[src/rtl/brick_pkg.sv]
// Shared constants and types for the brick wall.
// BRICK_MULTIHIT_EN widens hit-point storage so upper rows take several hits.
package brick_pkg;

  localparam int ROWS_DEF     = 4;
  localparam int COLS_DEF     = 10;
  localparam int MAX_HITS_DEF = 3;

  localparam logic [7:0] KEY_RESTART = 8'h15;

  typedef enum logic [1:0] {
    FILL    = 2'd0,
    PLAY    = 2'd1,
    CLEARED = 2'd2
  } field_state_t;

`ifdef BRICK_MULTIHIT_EN
  localparam int HP_W = $clog2(MAX_HITS_DEF + 1);
`else
  localparam int HP_W = 1;
`endif

  // Rows nearer the top are tougher; nothing starts below one hit point.
  function automatic int init_hits(input int row, input int max_hits);
    int hits;
    hits = max_hits - row;
    if (hits < 1) begin
      hits = 1;
    end else begin
      hits = hits;
    end
    return hits;
  endfunction

endpackage

[src/rtl/brick_field_if.sv]
// Break-request channel from the ball block into the brick field.
interface brick_field_if;
  logic Brick_Broke;
  int   BreakX;
  int   BreakY;

  modport master (output Brick_Broke, BreakX, BreakY);
  modport slave  (input  Brick_Broke, BreakX, BreakY);
endinterface

[src/rtl/brick_fill_seq.sv]
// Fill-index sweep over the wall, decoded into row/column with a last-cell flag.
module brick_fill_seq
  import brick_pkg::*;
#(
  parameter int ROWS = ROWS_DEF,
  parameter int COLS = COLS_DEF,
  parameter int RW   = 2,
  parameter int CW   = 4
) (
  input  logic          frame_clk,
  input  logic          Reset,
  input  logic          clr_i,
  input  logic          en_i,
  output logic [RW-1:0] row_o,
  output logic [CW-1:0] col_o,
  output logic          done_o
);

  localparam int CELLS = ROWS * COLS;
  localparam int IW    = (CELLS > 1) ? $clog2(CELLS) : 1;

  logic [IW-1:0] idx_q;
  logic [IW-1:0] idx_d;

  assign done_o = (idx_q == IW'(CELLS - 1));
  assign row_o  = RW'(int'(idx_q) / COLS);
  assign col_o  = CW'(int'(idx_q) % COLS);

  // Next index: clear wins, otherwise step while filling and wrap after the last cell.
  always_comb begin
    idx_d = idx_q;
    if (clr_i) begin
      idx_d = '0;
    end else if (en_i) begin
      idx_d = done_o ? '0 : idx_q + IW'(1);
    end else begin
      idx_d = idx_q;
    end
  end

  // Index register.
  always_ff @(posedge frame_clk or posedge Reset) begin
    if (Reset) begin
      idx_q <= '0;
    end else begin
      idx_q <= idx_d;
    end
  end

endmodule

[src/rtl/brick_field.sv]
// Brick wall owner: builds the wall, validates break requests, keeps score.
// BRICK_MULTIHIT_EN gives row r max(MAX_HITS - r, 1) hit points instead of one.
module brick_field
  import brick_pkg::*;
#(
  parameter int ROWS     = ROWS_DEF,
  parameter int COLS     = COLS_DEF,
  parameter int MAX_HITS = MAX_HITS_DEF
) (
  input  logic                frame_clk,
  input  logic                Reset,
  input  logic [7:0]          key,
  brick_field_if.slave        ball,
  output int                  Bricks [ROWS][COLS],
  output logic [5:0]          bricks_left,
  output logic                field_ready,
  output logic                field_cleared,
  output logic                brick_destroyed,
  output logic [15:0]         score
);

  localparam int RW = (ROWS > 1) ? $clog2(ROWS) : 1;
  localparam int CW = (COLS > 1) ? $clog2(COLS) : 1;

  typedef logic [HP_W-1:0] hp_t;

  if (MAX_HITS < 1) begin : g_max_hits_low
    $error("brick_field: MAX_HITS must be at least 1");
  end
`ifdef BRICK_MULTIHIT_EN
  if ((MAX_HITS >> HP_W) != 0) begin : g_max_hits_wide
    $error("brick_field: MAX_HITS does not fit the hit-point width");
  end
`endif

  field_state_t state_q, state_d;
  hp_t          hp_q [ROWS][COLS];
  hp_t          hp_d [ROWS][COLS];
  logic [5:0]   left_q, left_d;
  logic [15:0]  score_q, score_d;
  logic         destroyed_q, destroyed_d;
  logic         ready_q, cleared_q;

  logic          restart_s;
  logic          fill_done_s;
  logic [RW-1:0] fill_row_s;
  logic [CW-1:0] fill_col_s;
  logic          req_in_range_s;
  logic          req_ok_s;
  logic [RW-1:0] req_row_s;
  logic [CW-1:0] req_col_s;
  hp_t           req_hp_s;

  assign restart_s = (key == KEY_RESTART);

  brick_fill_seq #(
    .ROWS (ROWS),
    .COLS (COLS),
    .RW   (RW),
    .CW   (CW)
  ) u_fill_seq (
    .frame_clk (frame_clk),
    .Reset     (Reset),
    .clr_i     (restart_s),
    .en_i      (state_q == FILL),
    .row_o     (fill_row_s),
    .col_o     (fill_col_s),
    .done_o    (fill_done_s)
  );

  // Coordinates are truncated for indexing only after the range check gates them.
  assign req_in_range_s = (ball.BreakX >= 0) && (ball.BreakX < ROWS) &&
                          (ball.BreakY >= 0) && (ball.BreakY < COLS);
  assign req_row_s      = ball.BreakX[RW-1:0];
  assign req_col_s      = ball.BreakY[CW-1:0];
  assign req_hp_s       = req_in_range_s ? hp_q[req_row_s][req_col_s] : '0;
  assign req_ok_s       = ball.Brick_Broke && req_in_range_s && (req_hp_s != '0);

  // Next-state: restart first, then fill sweep or request handling by state.
  always_comb begin
    state_d     = state_q;
    hp_d        = hp_q;
    left_d      = left_q;
    score_d     = score_q;
    destroyed_d = 1'b0;
    if (restart_s) begin
      state_d = FILL;
      hp_d    = '{default: '0};
      left_d  = 6'd0;
      score_d = 16'd0;
    end else begin
      case (state_q)
        FILL: begin
`ifdef BRICK_MULTIHIT_EN
          hp_d[fill_row_s][fill_col_s] = hp_t'(init_hits(int'(fill_row_s), MAX_HITS));
`else
          hp_d[fill_row_s][fill_col_s] = 1'b1;
`endif
          left_d = left_q + 6'd1;
          if (fill_done_s) begin
            state_d = PLAY;
          end else begin
            state_d = FILL;
          end
        end
        PLAY: begin
          if (req_ok_s) begin
            hp_d[req_row_s][req_col_s] = req_hp_s - hp_t'(1);
            score_d = (score_q == 16'hFFFF) ? score_q : score_q + 16'd1;
            if (req_hp_s == hp_t'(1)) begin
              destroyed_d = 1'b1;
              left_d      = left_q - 6'd1;
              state_d     = (left_q == 6'd1) ? CLEARED : PLAY;
            end else begin
              destroyed_d = 1'b0;
            end
          end else begin
            state_d = PLAY;
          end
        end
        CLEARED: state_d = CLEARED;
        default: state_d = FILL;
      endcase
    end
  end

  // State, wall and counter registers; status flags follow the next state.
  always_ff @(posedge frame_clk or posedge Reset) begin
    if (Reset) begin
      state_q     <= FILL;
      hp_q        <= '{default: '0};
      left_q      <= 6'd0;
      score_q     <= 16'd0;
      destroyed_q <= 1'b0;
      ready_q     <= 1'b0;
      cleared_q   <= 1'b0;
    end else begin
      state_q     <= state_d;
      hp_q        <= hp_d;
      left_q      <= left_d;
      score_q     <= score_d;
      destroyed_q <= destroyed_d;
      ready_q     <= (state_d == PLAY);
      cleared_q   <= (state_d == CLEARED);
    end
  end

  // Publish presence per cell for the ball's collision logic.
  always_comb begin
    for (int r = 0; r < ROWS; r++) begin
      for (int c = 0; c < COLS; c++) begin
        Bricks[r][c] = int'(hp_q[r][c] != '0);
      end
    end
  end

  assign bricks_left     = left_q;
  assign score           = score_q;
  assign brick_destroyed = destroyed_q;
  assign field_ready     = ready_q;
  assign field_cleared   = cleared_q;

endmodule

[src/flat_wrapper.sv]
// flat-port wrapper written by rule: the top's interface ports become plain ports
module brick_field_flat import brick_pkg::*;
#(
  parameter int ROWS     = ROWS_DEF,
  parameter int COLS     = COLS_DEF,
  parameter int MAX_HITS = MAX_HITS_DEF
)
  (frame_clk, Reset, key, Bricks, bricks_left, field_ready, field_cleared, brick_destroyed, score, ball_Brick_Broke, ball_BreakX, ball_BreakY);
  brick_field_if ball_i ();
  input  logic frame_clk;
  input  logic Reset;
  input  logic [7:0] key;
  output int Bricks[ROWS][COLS];
  output logic [5:0] bricks_left;
  output logic field_ready;
  output logic field_cleared;
  output logic brick_destroyed;
  output logic [15:0] score;
  input wire logic [$bits(ball_i.Brick_Broke)-1:0] ball_Brick_Broke;
  input wire logic [$bits(ball_i.BreakX)-1:0] ball_BreakX;
  input wire logic [$bits(ball_i.BreakY)-1:0] ball_BreakY;
  assign ball_i.Brick_Broke = ball_Brick_Broke;
  assign ball_i.BreakX = ball_BreakX;
  assign ball_i.BreakY = ball_BreakY;
  brick_field #(.ROWS(ROWS), .COLS(COLS), .MAX_HITS(MAX_HITS)) u_core (.frame_clk(frame_clk), .Reset(Reset), .key(key), .ball(ball_i), .Bricks(Bricks), .bricks_left(bricks_left), .field_ready(field_ready), .field_cleared(field_cleared), .brick_destroyed(brick_destroyed), .score(score));
endmodule
[config.mk]
export PLATFORM = sky130hd
export DESIGN_NAME = brick_field_flat
export DESIGN_NICKNAME = d
export VERILOG_FILES = /design/src/rtl/brick_pkg.sv /design/src/rtl/brick_field_if.sv /design/src/rtl/brick_fill_seq.sv /design/src/rtl/brick_field.sv /design/src/flat_wrapper.sv
export SDC_FILE = /design/constraint.sdc
export NUM_CORES = 1
export LEC_CHECK = 0
export CORE_AREA = 2 2 537 539
export CTS_CLUSTER_DIAMETER = 80
export CTS_CLUSTER_SIZE = 30
export DETAILED_ROUTE_END_ITERATION = 6
export DIE_AREA = 0 0 539 541
export PLACE_DENSITY_LB_ADDON = 0.1
export SETUP_SLACK_MARGIN = 0.15
export SYNTH_ARGS = -nofsm -noshare
export SYNTH_HDL_FRONTEND = slang
export SYNTH_SLANG_ARGS = --single-unit
[constraint.sdc]
create_clock -name frame_clk -period 4.35 [get_ports frame_clk]
set_input_delay 0.6525 -clock frame_clk [delete_from_list [all_inputs] [get_ports frame_clk]]
set_output_delay 0.6525 -clock frame_clk [all_outputs]
set_load 0.005 [all_outputs]
==> out/results.txt <==
syn_area_per_cell: 7.83 µm²
Worst path most repeated cell: ha_1
CTS tree: done
Seq cells post-synth: 73
Area Overhead vs Synth: 15.6%
highest-count cells in the layout ignoring fill and taps: conb_1, clkdlybuf4s50_1, dfrtp_1, buf_4, nand2_1
synth warn: 0
Primary FF master, synth: dfrtp_1
Skew-Pair Late Insertion Delay: 390 ps
Hold Fails Final Rpt: 0
DRT Pass-1 Iters: 4
worst path bufs/invs: 1
Final ANT Viol Nets: 0
Buffers on Ports: 139
DR vias: 9088
Setup Total Neg Slack: 0 ps
CP Cell Sequence: inv_1, ha_1, or2_2, ha_1, nor3b_1, a31oi_1, a221o_1, nor2_1, nor2_1, or2_2, ha_1, xor2_1, a21bo_2, o32a_1, o21ai_1
ys async rst share: 100%
Layout fillers: 33.9k
CORE AREA: 286000 µm²
reg2reg path depth: 15
VDD IR-drop max: 0.000167 V
drt wl/cell: 9.75 µm
All-Layer GR Usage: 3.58%
HPWL Detailed: 48.8 mm
die height: 541 µm
Hold Crit Endpoint: u_core.Bricks[512]$_DFFE_PP0P_
largest net degree at the start of global routing: 46
RR Startpoint: u_core.u_fill_seq.idx_q[4]$_DFFE_PP0P_
Hold Path Class: reg -> reg
Static Leak: 7.03 nW
most common cell after layout, fill and taps aside: conb_1
Initial Utilization: 5.08%
std cell rows: 197
I/O pins: 1380
# DRC: 0
H-tree level count: 3
first-pass GRT wire length: 70.0 mm
synth unique cells: 73
gr ovfl total: 0
hold_buf cts: 0
die area: 292000 µm²
RR Endpoint: u_core.Bricks[0]$_DFFE_PP0P_
R2R setup slack: 600 ps
worst hold slack: 577 ps
Worst Setup End Kind: flip-flop
RSZ-0062 raised after global routing: false
relative slew slack: 23.8%
Final period util: 86.2%
share of layout cells above drive strength 1: 5.77%
worst-path maximum fanout: 4
Startpoint Class: flip-flop
final wirelength: 56.8 mm
Fmax: 267 MHz
maxcap violations: 0
status: finished, final reports clean
fin crit period: 3750 ps
hold_sp: u_core.Bricks[512]$_DFFE_PP0P_
Worst-path clk slew: 70 ps
Setup Crit Path Kind: reg -> reg
Crit path largest cell delay: 380 ps
Largest delay share family, worst path: compound AO/OA/AOI/OAI gates
Setup Skew: 14.9 ps
register area share after synthesis: 12.5%
Power per Cell Area: 344 nW/µm²
Post-CTS Setup Repair Bufs: 0
actual slew at the worst max-slew pin: 1140 ps
Net count, final: 2126
root buffer cell: clkbuf_16
endpoints failing setup: 0
WHS Path Cells: 2
drt initial violations: 226
final RePlAce weighted congestion: 0.651
Synth Cell Area: 14600 µm²
Die X: 539 µm
max-slew violations: 0
slowest CP cell: a221o_1
post_cts resized: 0
vias per cell: 1.56
Critical Path RT: 4660 ps
vias in the first global route: 7300
clock buffer count from CTS: 9
crit path DAT: 4060 ps
Post-Synthesis Cells: 1859
clock sinks: 73
EDFF count, synth: 0
clock buffer depth: 2
initial antenna violation count: 6
Critical Path Stages: 15
[worst max path at each step]
stage	startpoint	end	slack [ps]
after global routing	u_core.u_fill_seq.idx_q[3]$_DFFE_PP0P_	u_core.Bricks[768]$_DFFE_PP0P_	260
after floorplan	u_core.u_fill_seq.idx_q[4]$_DFFE_PP0P_	u_core.Bricks[640]$_DFFE_PP0P_	540
after global placement	u_core.u_fill_seq.idx_q[4]$_DFFE_PP0P_	u_core.Bricks[0]$_DFFE_PP0P_	420
after detailed placement	ball_BreakY[27]	u_core.Bricks[1216]$_DFFE_PP0P_	580
final	u_core.u_fill_seq.idx_q[4]$_DFFE_PP0P_	u_core.Bricks[0]$_DFFE_PP0P_	600
after CTS	u_core.u_fill_seq.idx_q[4]$_DFFE_PP0P_	u_core.Bricks[0]$_DFFE_PP0P_	600
[cell families (layout without fill, tap and decap cells)]
| group | count (synthesis) | count (layout) | synth area share [%] |
|---|---|---|---|
| buf+inv | 1300 | 247 | 65.6 |
| mux | 17 | 17 | 1.51 |
| simple gates | 227 | 227 | 8.52 |
| flops | 73 | 73 | 12.5 |
| compound gates | 223 | 223 | 10.4 |
| other cells | 1 | 1241 | 0.0258 |
| fa+ha+maj | 11 | 11 | 0.945 |
| xor+xnor | 7 | 7 | 0.421 |
[power breakdown]
group | total, mW | switching (mW) | internal [mW]
Combinational | 3.68 | 2.34 | 1.34
Sequential | 1.24 | 0.319 | 0.920
Clock | 0.875 | 0.397 | 0.478
[worst min-delay path, cell delays in order, from the launching register on]
cell	delay (ps)
dfrtp_1	380
o211ai_1	90
o21ai_0	70
[stage by stage]
step | std cells | setup slack, ps | area, µm² | utilization, % | power (mW)
2_1_floorplan | 3098 | 539 | 19200 | - | 3.63
3_3_place_gp | 5810 | 422 | 16500 | 5.77 | 5.31
3_5_place_dp | 5810 | 577 | 16500 | 5.77 | 5.20
4_1_cts | 5826 | 601 | 16800 | 5.88 | 6.13
5_1_grt | 5827 | 264 | 16800 | 5.88 | 6.43
6_report | 5827 | 599 | 16800 | 5.88 | 5.79
[metal layers]
layer	vias up	wire length (µm)	global-route usage [%]
met1	4220	17100	3.17
li1	3992	-	-
met4	0	998	1.24
met5	-	0	0
met3	30	5030	0.850
met2	846	33700	7.63
[state kept, by name, summed over array words and instances (netlist names)]
| register | count |
|---|---|
| u_core.u_fill_seq.idx_q | 6 |
| u_core.Bricks | 40 |
| u_core.field_ready | 1 |
| u_core.score | 16 |
| u_core.bricks_left | 6 |
| u_core.field_cleared | 1 |
| u_core.state_q | 2 |
| u_core.brick_destroyed | 1 |
[synth_stat cells, types with 4 or more instances]
cell,n,area [µm²]
a21oi_1,36,180
a22oi_1,8,60.1
a31o_1,4,35.0
a31oi_1,14,87.6
a32oi_1,8,70.1
and2_1,8,50.1
and3_1,8,50.1
buf_2,10,50.1
buf_4,1241,9320
clkbuf_1,26,97.6
dfrtp_1,73,1830
ha_1,11,138
inv_1,18,67.6
mux2i_1,13,130
mux4_2,4,90.1
nand2_1,59,221
nand2b_1,7,43.8
nand3_1,15,75.1
nand3b_1,4,30.0
nand4_1,10,62.6
nor2_1,34,128
nor2b_1,10,62.6
nor3_1,13,65.1
nor3b_1,4,30.0
nor4_1,22,138
nor4_2,4,50.1
nor4b_1,4,35.0
o211ai_1,33,248
o21ai_0,44,220
o21ai_1,21,105
o31ai_1,5,37.5
o32a_1,4,40.0
or3_1,6,37.5
or4_1,4,30.0
xnor2_1,6,52.6
[final cells by class]
cell class,count,area [µm²],share of cell area (%)
Multi-Input combinational cell,1725,7830,46.5
Timing Repair Buffer,212,2060,12.3
Clock inverter,4,51.3,0.305
Sequential cell,73,1830,10.9
Clock buffer,12,256,1.52
Tap cell,3781,4730,28.1
Inverter,19,72.6,0.431
Antenna cell,1,2.50,0.0149
Note: power is estimated with default switching activity, not from simulation.
